$ cat config.mk
export PLATFORM = sky130hd
export DESIGN_NAME = kernel_dispatch_queue
export DESIGN_NICKNAME = d
export VERILOG_FILES = /design/src/rtl/kernel_dispatch_queue.sv
export SDC_FILE = /design/constraint.sdc
export NUM_CORES = 1
export LEC_CHECK = 0
export ABC_AREA = 0
export ABC_CLOCK_PERIOD_IN_PS = 6000
export CAP_MARGIN = 15
export CORE_UTILIZATION = 58
export DETAILED_ROUTE_END_ITERATION = 8
export PLACE_DENSITY = 0.87
export SYNTH_ARGS = -nofsm -noshare
export SYNTH_HDL_FRONTEND = slang
export SYNTH_SLANG_ARGS = --single-unit
$ cat constraint.sdc
create_clock -name clk -period 6 [get_ports clk]
set_input_delay 1.2 -clock clk [delete_from_list [all_inputs] [get_ports clk]]
set_output_delay 1.2 -clock clk [all_outputs]
set_load 0.02 [all_outputs]
$ cat src/rtl/kernel_dispatch_queue.sv
// Descriptor FIFO that hands kernel launches (PC, thread count) to idle SIMD cores, round-robin.
// Optional `DISPATCH_AFFINITY_EN adds a per-descriptor core mask (enq_core_mask).
module kernel_dispatch_queue #(
    parameter int NUM_SIMD_CORES    = 4,
    parameter int THREAD_COUNT      = 8,
    parameter int LOG2_THREAD_COUNT = 3,
    parameter int QUEUE_DEPTH       = 8,
    parameter int PC_WIDTH          = 32
) (
    input  logic                              clk,
    input  logic                              rst,
    input  logic                              enq_valid,
    output logic                              enq_ready,
    input  logic [PC_WIDTH-1:0]               enq_pc,
    input  logic [LOG2_THREAD_COUNT:0]        enq_threads,
`ifdef DISPATCH_AFFINITY_EN
    input  logic [NUM_SIMD_CORES-1:0]         enq_core_mask,
`endif
    input  logic                              launch_en,
    input  logic [NUM_SIMD_CORES-1:0]         core_done,
    output logic [NUM_SIMD_CORES-1:0]         core_launch,
    output logic [PC_WIDTH-1:0]               core_pc,
    output logic [LOG2_THREAD_COUNT:0]        core_threads,
    output logic [NUM_SIMD_CORES-1:0]         core_busy,
    output logic [$clog2(QUEUE_DEPTH):0]      queue_count,
    output logic                              queue_full,
    output logic                              queue_empty,
    output logic                              err_bad_desc
);
    localparam int PTR_W  = $clog2(QUEUE_DEPTH);
    localparam int CNT_W  = PTR_W + 1;
    localparam int CORE_W = (NUM_SIMD_CORES > 1) ? $clog2(NUM_SIMD_CORES) : 1;
    localparam int THR_W  = LOG2_THREAD_COUNT + 1;

    typedef enum logic {CORE_IDLE, CORE_BUSY} core_state_e;

    core_state_e core_state_q [NUM_SIMD_CORES];
    core_state_e core_state_d [NUM_SIMD_CORES];

    logic [PC_WIDTH-1:0] pc_mem  [QUEUE_DEPTH];
    logic [THR_W-1:0]    thr_mem [QUEUE_DEPTH];
`ifdef DISPATCH_AFFINITY_EN
    logic [NUM_SIMD_CORES-1:0] mask_mem [QUEUE_DEPTH];
`endif

    logic [PTR_W-1:0]          wr_ptr_q, wr_ptr_d, rd_ptr_q, rd_ptr_d;
    logic [CNT_W-1:0]          count_q, count_d;
    logic [CORE_W-1:0]         rr_q, rr_d;
    logic [NUM_SIMD_CORES-1:0] launch_q, launch_d;
    logic [PC_WIDTH-1:0]       pc_q, pc_d;
    logic [THR_W-1:0]          thr_q, thr_d;
    logic                      err_q, err_d;

    logic                      desc_ok, enq_fire, push, pop;
    logic [NUM_SIMD_CORES-1:0] eligible;
    logic                      sel_found;
    logic [CORE_W-1:0]         sel_idx, cand_idx;
    int                        cand;

    assign queue_full  = (count_q == CNT_W'(QUEUE_DEPTH));
    assign queue_empty = (count_q == '0);
    assign enq_ready   = !queue_full;
    assign queue_count = count_q;
    assign core_launch = launch_q;
    assign core_pc     = pc_q;
    assign core_threads = thr_q;
    assign err_bad_desc = err_q;

    // Illegal descriptors are consumed (handshake completes) but never written.
    always_comb begin
        desc_ok = (enq_threads != '0) && (enq_threads <= THR_W'(THREAD_COUNT));
`ifdef DISPATCH_AFFINITY_EN
        desc_ok = desc_ok && (enq_core_mask != '0);
`endif
        enq_fire = enq_valid && enq_ready;
        push     = enq_fire && desc_ok;
    end

    always_comb begin
        for (int i = 0; i < NUM_SIMD_CORES; i++) begin
            core_busy[i] = (core_state_q[i] == CORE_BUSY);
        end
    end

    // Round-robin search for the first eligible core starting at rr_q.
    always_comb begin
        eligible = ~core_busy;
`ifdef DISPATCH_AFFINITY_EN
        eligible = eligible & mask_mem[rd_ptr_q];
`endif
        sel_found = 1'b0;
        sel_idx   = '0;
        cand      = 0;
        cand_idx  = '0;
        for (int k = 0; k < NUM_SIMD_CORES; k++) begin
            cand = int'(rr_q) + k;
            if (cand >= NUM_SIMD_CORES) begin
                cand = cand - NUM_SIMD_CORES;
            end
            cand_idx = CORE_W'(cand);
            if (!sel_found && eligible[cand_idx]) begin
                sel_found = 1'b1;
                sel_idx   = cand_idx;
            end
        end
    end

    always_comb begin
        pop      = launch_en && !queue_empty && sel_found;
        launch_d = '0;
        pc_d     = pc_q;
        thr_d    = thr_q;
        rr_d     = rr_q;
        rd_ptr_d = rd_ptr_q;
        wr_ptr_d = wr_ptr_q;
        err_d    = err_q || (enq_fire && !desc_ok);
        if (pop) begin
            launch_d = NUM_SIMD_CORES'(1) << sel_idx;
            pc_d     = pc_mem[rd_ptr_q];
            thr_d    = thr_mem[rd_ptr_q];
            rr_d     = (sel_idx == CORE_W'(NUM_SIMD_CORES - 1)) ? '0 : sel_idx + 1'b1;
            rd_ptr_d = rd_ptr_q + 1'b1;
        end
        if (push) begin
            wr_ptr_d = wr_ptr_q + 1'b1;
        end
        count_d = count_q + CNT_W'(push) - CNT_W'(pop);
    end

    // Core goes BUSY on the same edge its launch pulse is registered, so it can't be picked twice.
    always_comb begin
        for (int i = 0; i < NUM_SIMD_CORES; i++) begin
            core_state_d[i] = core_state_q[i];
            case (core_state_q[i])
                CORE_IDLE: if (launch_d[i])  core_state_d[i] = CORE_BUSY;
                CORE_BUSY: if (core_done[i]) core_state_d[i] = CORE_IDLE;
                default:                     core_state_d[i] = CORE_IDLE;
            endcase
        end
    end

    always_ff @(posedge clk or negedge rst) begin
        if (!rst) begin
            for (int i = 0; i < NUM_SIMD_CORES; i++) begin
                core_state_q[i] <= CORE_IDLE;
            end
            wr_ptr_q <= '0;
            rd_ptr_q <= '0;
            count_q  <= '0;
            rr_q     <= '0;
            launch_q <= '0;
            pc_q     <= '0;
            thr_q    <= '0;
            err_q    <= 1'b0;
        end else begin
            for (int i = 0; i < NUM_SIMD_CORES; i++) begin
                core_state_q[i] <= core_state_d[i];
            end
            wr_ptr_q <= wr_ptr_d;
            rd_ptr_q <= rd_ptr_d;
            count_q  <= count_d;
            rr_q     <= rr_d;
            launch_q <= launch_d;
            pc_q     <= pc_d;
            thr_q    <= thr_d;
            err_q    <= err_d;
        end
    end

    // Storage needs no reset; the pointers alone define which entries are live.
    always_ff @(posedge clk) begin
        if (push) begin
            pc_mem[wr_ptr_q]   <= enq_pc;
            thr_mem[wr_ptr_q]  <= enq_threads;
`ifdef DISPATCH_AFFINITY_EN
            mask_mem[wr_ptr_q] <= enq_core_mask;
`endif
        end
    end
endmodule

==> results of run 1 <==
-- per-layer routing --
metal / global-route usage (%) / vias up / share of wire, %
li1: - / 2795 / -
met1: 30.7 / 3414 / 37
met2: 42.1 / 361 / 54
met3: 3.15 / 52 / 6.3
met4: 7.94 / 0 / 2.6
met5: 0 / - / 0
-- layout by cell type (no fill, tap or decap), types with 2 or more instances in the layout --
master	n
dfrtp_1	54
nand2b_1	3
clkbuf_16	31
buf_4	5
xor2_1	2
or2_2	2
clkinv_2	5
nor3_2	2
inv_6	2
clkdlybuf4s50_1	94
clkinvlp_4	2
buf_16	3
mux2i_1	40
clkinv_1	4
o21ai_1	36
edfxtp_1	288
dfrtp_4	2
mux4_2	72
xnor2_1	3
clkbuf_1	3
nand2_1	52
bufinv_16	8
a21oi_1	4
clkinv_4	2
nor2_1	2
buf_12	4
ha_1	12
inv_1	16
nor2_4	6
-- area by class of cell --
type                    count  area share [%]
clock buffers              35            5.09
well taps                 280            2.23
flip-flops and latches    345            64.1
clock inverters            23            2.10
inverters                  17           0.422
repair buffers            108            7.36
multi-input cells         256            18.6
-- per-stage QoR --
stage | setup WS (ns) | total power, mW | hold slack, ns | cells | instance area, sq um
after floorplan | 1.11 | 4.73 | 0.474 | 647 | 13300
final | 2.23 | 7.59 | 0.480 | 1064 | 15700
after detailed placement | 1.62 | 5.41 | 0.453 | 999 | 14400
after global placement | 1.83 | 5.30 | 0.454 | 999 | 14400
after CTS | 2.03 | 7.61 | 0.481 | 1057 | 15600
after global routing | 2.15 | 7.88 | 0.514 | 1064 | 15700
-- worst paths after layout --
check / from / end / slack [ns] / depth (start not counted)
min reg2reg: err_bad_desc$_DFF_PN0_ / err_bad_desc$_DFF_PN0_ / 0.48 / 1
max: enq_threads[1] / pc_mem[0][23]$_DFFE_PP_ / 2.23 / 7
max in group asynchronous: rst / rd_ptr_q[0]$_DFFE_PN0P_ / 4.59 / 2
max reg2reg: queue_count[2]$_DFF_PN0_ / queue_count[2]$_DFF_PN0_ / 2.96 / 11
min: err_bad_desc$_DFF_PN0_ / err_bad_desc$_DFF_PN0_ / 0.48 / 1
min in group asynchronous: rst / queue_count[2]$_DFF_PN0_ / 0.81 / 2
-- sequential cells by signal, indices dropped and copies added, names as in the netlist --
signal,count
pc_mem,256
core_pc,32
thr_mem,32
core_busy,4
core_launch,4
core_threads,4
queue_count,4
rd_ptr_q,3
wr_ptr_q,3
rr_q,2
err_bad_desc,1
-- kinds of logic (layout without fill, tap and decap cells) --
logic type / count (synthesis) / after routing / share of synthesized area [%]
AO/OA/AOI/OAI: 47 / 47 / 1.93
XOR/XNOR: 5 / 5 / 0.330
adder cells (fa/ha/maj): 13 / 13 / 1.28
buffers and inverters: 46 / 183 / 2.42
flip-flops: 345 / 345 / 76.0
multiplexers: 114 / 114 / 15.4
AND/OR/NAND/NOR: 77 / 77 / 2.63
-- report_power, final --
part	internal [mW]	switching [mW]	leakage, nW
clock network	1.31	0.861	0.549
registers	2.96	0.386	3.30
logic	1.07	1.02	1.60
total	5.33	2.26	5.44
==> qor.yml, run 1 <==
clocking:
  worst_skew_pair.late_latency_ns: 0.56
  clkTransAtPathRegs_ns: 0.07
  cts_hold_repair.buffers: 0
  ctsResizeCount: 0
  tritoncts: "yes"
  cts.sinks: 345
  clk_root_buffer_cell: "clkbuf_16"
  clockBufferDepth: 3
  ctsHtreeMaxLevel: 1
  cts_post_setup_buffers_inserted: 0
  cts_buffers: 31
route:
  firstDrtPassIters: 5
  routed_wl_microns: 27400
  via_per_inst: 6.22
  detailroute.via_count: 6622
  post_drt_wl_per_cell_microns: 25.8
  detail_route.drc_violations: 0
  number_of_nets_still_failing_antenna_checks_after_routing: 0
  dr.first_iter.drc_count: 638
sta:
  final.setup.tns_ns: 0
  rsz0062_at_grt: "no"
  final.setup_skew_ns: 0.0231
  layout_min_cycle_time_ns: 3.77
  setup-violations-final: 0
  timing.final.crit_share_pct: 62.8
  slew_headroom_pct: 27.7
  timing.final.hold_violations: 0
  max_slew.worst_pin.slew_ns: 1.09
  fmax_ghz: 0.265
  final-max-slew-violation-count: 0
finish:
  multi_input_comb_area_sq_um: 2930
  seqCellArea_sq_um: 10100
  drive_above_1_share_pct: 20.3
  antenna_cells_inserted: 0
  share_of_the_core_filled_with_cells_pct: 71.1
  num-nets-final: 816
  syn_to_final_growth_pct: 18.5
  fill_cells: 1229
setup_path:
  worst_ep_required_time_ns: 6.24
  critical_path.cell_chain: "clkdlybuf4s50_1 > o31ai_2 > nand4_2 > nand2b_2 > nor3_2 > buf_6 > buf_12"
  crit_path_top_delay_cell: "clkdlybuf4s50_1"
  critical_path.n_buffers_inverters: 3
  crit_path_arrival_time_ns: 4.01
  timing.critical_path.from_type: "input pin"
  path_max_fanout: 26
  worst_setup_path_end_kind: "flip-flop"
  crit_path_max_incr_delay_ns: 0.61
  timing.critical_path.max_delay_family: "simple AND/OR/NAND/NOR gates"
  critical_path_class: "in -> reg"
floorplan:
  core_sq_um: 22100
  chipHeight_microns: 153
  fp-row-count: 54
  dieWidth_microns: 153
  starting_utilization_of_the_core_area_pct: 60.0
  fp.dieArea_sq_um: 23500
  io_pins: 96
synth:
  synthFlopType: "edfxtp_1"
  netlist_instances: 647
  synth-edff-count: 288
  synth.cells.most_frequent: "edfxtp_1, mux4_2, dfrtp_1"
  synthDominantCellAreaShare_pct: 65.2
  synth-warning-count: 0
  most_numerous_cell_in_the_yosys_netlist: "edfxtp_1"
  synth-async-reset-ratio_pct: 16.5
  synth.yosys.seq_area_share_pct: 76.0
  ys_seq_elements: 345
  synth_top_cell_by_area: "edfxtp_1"
  post_synth_net_total: 704
  synthesized_cell_area_sq_um: 13300
  synth.top_cells.by_area: "edfxtp_1, mux4_2, dfrtp_1"
  synthDistinctLibCells: 43
  syn-mean-instance-area_sq_um: 20.5
placement:
  detailedPlacementHpwl_microns: 14800
  place_congestion: 0.750
  io_buffers: 95
worst_hold_path:
  worst_hold_path_type: "reg -> reg"
job:
  max_cap_violations: 0
global_routing:
  grt_overflow_total: 0
  grt_start_max_net_pins: 77
  grt_util_all_layers_pct: 23.8
  antenna_found_initial: 0
  grt_pass1_wl_microns: 41200
  first_global_vias: 6873
pwr:
  power.density_cell_area_nw_per_um2: 483
  leak_pwr_nw: 5.44
  largest_vdd_supply_drop_mv: 0.356
status:
  run_status: "completed"
No activity file was read; power rests on OpenSTA's default activity.
==> inputs of run 2 (changes only) <==
--- a/config.mk
+++ b/config.mk
@@ -6,7 +6,7 @@
 export NUM_CORES = 1
 export LEC_CHECK = 0
 export ABC_AREA = 0
-export ABC_CLOCK_PERIOD_IN_PS = 6000
+export ABC_CLOCK_PERIOD_IN_PS = 3600
 export CAP_MARGIN = 15
 export CORE_UTILIZATION = 58
 export DETAILED_ROUTE_END_ITERATION = 8
==> constraint.sdc (replaced) <==
create_clock -name clk -period 3.6 [get_ports clk]
set_input_delay 0.72 -clock clk [delete_from_list [all_inputs] [get_ports clk]]
set_output_delay 0.72 -clock clk [all_outputs]
set_load 0.02 [all_outputs]
==> run 2 against run 1 <==
Against the previous run: clock power is 61% higher; sequential share of layout area hardly changed; critical path depth is 2 lower; register-to-register slack worse by 1.8 ns; largest cell class unchanged.
==> qor.yml, run 2 (synthesis gave the netlist of run 1 again) <==
pwr:
  totalPowerFinal_mw: 12.6
  leak_pwr_nw: 5.48
  power.density_cell_area_nw_per_um2: 803
  largest_vdd_supply_drop_mv: 0.373
sta:
  slew_headroom_pct: 28.9
  layout_min_cycle_time_ns: 3.03
  max_slew.worst_pin.slew_ns: 1.07
  timing.final.crit_share_pct: 84.1
  finalWorstSetupSlack_ns: 0.573
  rsz0062_at_grt: "no"
  final.setup_skew_ns: 0.00916
  timing.final.hold_violations: 0
  final.setup.tns_ns: 0
  final-max-slew-violation-count: 0
  setup-violations-final: 0
  fmax_ghz: 0.330
placement:
  detailedPlacementHpwl_microns: 15200
  place.detailed.instances: 1015
  place_worst_setup_slack_ns: 0.317
  io_buffers: 95
  place_congestion: 0.728
clocking:
  worst_skew_pair.late_latency_ns: 0.51
  clockBufferDepth: 3
  tritoncts: "yes"
  cts_hold_repair.buffers: 0
  clkTransAtPathRegs_ns: 0.06
  cts_post_setup_buffers_inserted: 0
  clk_root_buffer_cell: "clkbuf_16"
  cts_buffers: 34
  ctsHtreeMaxLevel: 2
  cts.sinks: 345
  ctsResizeCount: 0
floorplan:
  fp.dieArea_sq_um: 23500
  core_sq_um: 22100
  chipHeight_microns: 153
  fp-row-count: 54
  io_pins: 96
  dieWidth_microns: 153
  starting_utilization_of_the_core_area_pct: 60.0
setup_path:
  worstRegToRegCells: 10
  r2r_start: "queue_count[2]$_DFF_PN0_"
  path_max_fanout: 4
  crit_path_max_incr_delay_ns: 0.59
  timing.critical_path.from_type: "flip-flop"
  critPathMostFrequentCell: "inv_1"
  critical_path_class: "reg -> out"
  worst_setup_path_end_kind: "output pin"
  worst_ep_required_time_ns: 2.88
  critPathLaunch: "queue_count[2]$_DFF_PN0_"
  crit_path_arrival_time_ns: 2.31
  critical_path.cell_chain: "inv_1 > ha_1 > or3b_2 > inv_1 > clkdlybuf4s50_1"
  crit_path_top_delay_cell: "clkdlybuf4s50_1"
global_routing:
  grt_overflow_total: 0
  grt_start_max_net_pins: 76
  grt_util_all_layers_pct: 24.9
  grt_pass1_wl_microns: 42600
  first_global_vias: 7166
  antenna_found_initial: 0
route:
  detailroute.via_count: 6718
  routed_wl_microns: 28000
  via_per_inst: 6.24
  detail_route.drc_violations: 0
  firstDrtPassIters: 7
  dr.first_iter.drc_count: 720
  post_drt_wl_per_cell_microns: 26.1
  number_of_nets_still_failing_antenna_checks_after_routing: 0
finish:
  num-nets-final: 828
  most-common-layout-cells: "edfxtp_1, clkdlybuf4s50_1, mux4_2"
  share_of_the_core_filled_with_cells_pct: 71.2
  antenna_cells_inserted: 0
  largest-register: "pc_mem"
  drive_above_1_share_pct: 21.1
  fill_cells: 1196
  instances_no_fill: 1076
  mostFrequentLayoutCell: "edfxtp_1"
  largest_register_ffs: 256
  syn_to_final_growth_pct: 18.5
job:
  max_cap_violations: 0
worst_hold_path:
  worst_hold_path_type: "in -> async"
status:
  run_status: "completed"
==> run 2: changes by cell type in the layout (fill, tap and decap cells not counted), sizes merged <==
cell,previous run,this run
clkinv,11,10
clkbuf,35,49
bufinv,8,1
buf,14,23
clkinvlp,2,1
inv,19,17
==> run 2: worst paths after layout <==
path,endpoint,slack (ns)
min reg2reg,err_bad_desc$_DFF_PN0_,0.48
max,queue_full,0.57
min in group clk,err_bad_desc$_DFF_PN0_,0.48
min,rd_ptr_q[1]$_DFFE_PN0P_,0.04
max reg2reg,queue_count[2]$_DFF_PN0_,1.14
max in group asynchronous,core_pc[20]$_DFFE_PN0P_,2.93
==> run 2: worst max-delay path, delay by kind of cell (launching register included) <==
kind,cells,cell delay (ns)
simple gates,1,0.51
fa+ha+maj,1,0.15
buf+inv,3,0.77
flops,1,0.37
==> run 2: per-stage QoR <==
| stage | hold slack (ns) | instance area (sq um) |
|---|---|---|
| 2_1_floorplan | 0.424 | 13300 |
| 3_3_place_gp | 0.467 | 14600 |
| 3_5_place_dp | 0.472 | 14600 |
| 4_1_cts | 0.0251 | 15700 |
| 5_1_grt | 0.0338 | 15700 |
| 6_report | 0.0381 | 15700 |
==> run 2: area by class of cell <==
type	instances	area (sq um)	area share, %
Timing Repair Buffer	117	1160	7.39
Inverter	17	66.3	0.422
Clock inverter	12	82.6	0.525
Sequential cell	345	10100	64.1
Multi-Input combinational cell	256	2940	18.7
Clock buffer	49	1040	6.59
Tap cell	280	350	2.23
==> run 2: metal layers <==
layer | vias up | global-route usage [%] | wire length (microns)
met5 | - | 0 | 0
met4 | 0 | 9.81 | 779
met3 | 66 | 3.43 | 1730
met2 | 331 | 43.1 | 14800
met1 | 3513 | 32.2 | 10700
li1 | 2808 | - | -
==> run 2: report_power, final <==
part / switching, mW / leakage, nW / internal [mW]
Combinational: 1.77 / 1.63 / 1.81
Clock: 1.42 / 0.553 / 2.07
Sequential: 0.610 / 3.30 / 4.93
Total: 3.80 / 5.48 / 8.81
==> RTL edit (config.mk and constraints of run 1) <==
`pc_q` no longer has a reset.
--- a/src/rtl/kernel_dispatch_queue.sv
+++ b/src/rtl/kernel_dispatch_queue.sv
@@ -151,3 +151,2 @@
             launch_q <= '0;
-            pc_q     <= '0;
             thr_q    <= '0;
@@ -163,3 +162,2 @@
             launch_q <= launch_d;
-            pc_q     <= pc_d;
             thr_q    <= thr_d;
@@ -167,2 +165,6 @@
         end
+    end
+
+    always_ff @(posedge clk) begin
+        pc_q <= pc_d;
     end
Behaviour: differs if rst is asserted again (counterexample within 4 cycles, from zero or initial values and one cycle with rst low); with rst held inactive, the same outputs for 4 cycles.
==> RTL edit against run 1 <==
Routed wire length is 4.4% lower. Die area increased by 0.50%. Synthesized cell count is 11% lower. Total power down 3.2%. Via count fell by 6.2%. Worst setup slack worse by 110 ps. Sequential share of layout area is 0.47 points higher. Critical path depth shrank 1. Synthesized area grew 0.50%. Sequential cell count stayed put. Fmax decreased by 2.8%. Final area increased by 0.83%.
==> RTL edit: results (changes against run 1) <==
metric;value;unit;change
antenna_found_initial;1;;+1
reg2reg_to;pc_mem[1][25];;
min_path_cells;2;;+1
cp_slowest_stage_delay;580;ps;-30 ps
grt_pass1_wl;38800;um;-6.0%
ys.warnings.count;0;;unchanged
fin_nets;755;;-7.5%
async_flop_share;0.0725;;-0.0928
ys.flop_type;edfxtp_1;;
peakVddDrop;0.000239;V;-33%
ys_top_cells_by_count;edfxtp_1, mux4_1, mux2_2;;
grt_pass1_vias;6565;;-4.5%
cp_slowest_cell;clkdlybuf4s50_1;;
holdPathEnd;core_threads[2];;
reg2reg_slack;3000;ps;+40 ps
avgRoutedWirePerCell;26.0;um;+0.89%
grt_start_max_net_pins;51;;-34%
portBuffers;95;;unchanged
timing.fmax;0.258;GHz;-2.8%
synth_area_per_cell;23.1;sq um;+13%
pg_seq;3.33;mW;about the same
syn_nets;633;;-10%
clock_insertion_delay_worst_skew;510;ps;-50 ps
gp_congestion;0.739;;-1.4%
ys_types;35;;-19%
drt_iter0_drc;532;;-17%
power_switching_share;0.284;;-0.0139
ys_seq_area_frac;0.768;;+0.00824
pg_clk;2.08;mW;-4%
fin_hold_ws;474;ps;-6.70 ps
placed_cells;940;;-5.9%
routed_wl;26200;um;-4.4%
critical_path_arrival;4030;ps;+20 ps
power;7.35;mW;-3.2%
vias;6210;;-6.2%
hold_path_startpoint;core_threads[2];;
pre_cts_ws;1590;ps;-32.2 ps
max_slew.worst_pin.slew;1090;ps;+2.38 ps
hpwl;13700;um;-7.3%
r2r_cells;7;;-4
critical_path.max_fanout;25;;-3.8%
synth_edf_count;320;;+11%
h-tree-depth;2;;+1
place_area;14600;sq um;+1.1%
ant_nets;0;;unchanged
grt_use_total;0.225;;-0.0125
drive_gt1_frac;0.155;;-0.0479
status;finished clean;;
ys_top_cells_by_area;edfxtp_1, mux4_1, dfrtp_1;;
worst_clock_skew;17.6;ps;-5.50 ps
cts_buffers;34;;+9.7%
power.leakage;5.47;nW;+0.42%
-- RTL edit: logic make-up (layout without fill, tap and decap cells) --
kind of cell    count (synthesis)  count (layout)  share of synthesized area
compound gates                 15              15                    0.00685
xor+xnor                        5               5                    0.00329
fa+ha+maj                      13              13                     0.0128
buf+inv                        39             186                     0.0158
flops                         345             345                      0.768
mux                           114             114                      0.177
simple gates                   45              45                     0.0168
-- RTL edit: cell type report --
cell class / count / area, sq um
flip-flops and latches: 345 / 10200
fillers: 1273 / 6720
multi-input cells: 192 / 2940
repair buffers: 108 / 1160
clock buffers: 44 / 952
well taps: 285 / 357
clock inverters: 17 / 136
inverters: 17 / 63.8
-- RTL edit: routing by layer --
| metal | GRT usage | vias up | wire length (um) |
|---|---|---|---|
| met4 | 0.0843 | 2 | 612 |
| li1 | - | 2671 | - |
| met2 | 0.394 | 253 | 13800 |
| met1 | 0.287 | 3237 | 10400 |
| met3 | 0.0361 | 47 | 1370 |
| met5 | 0 | - | 13 |
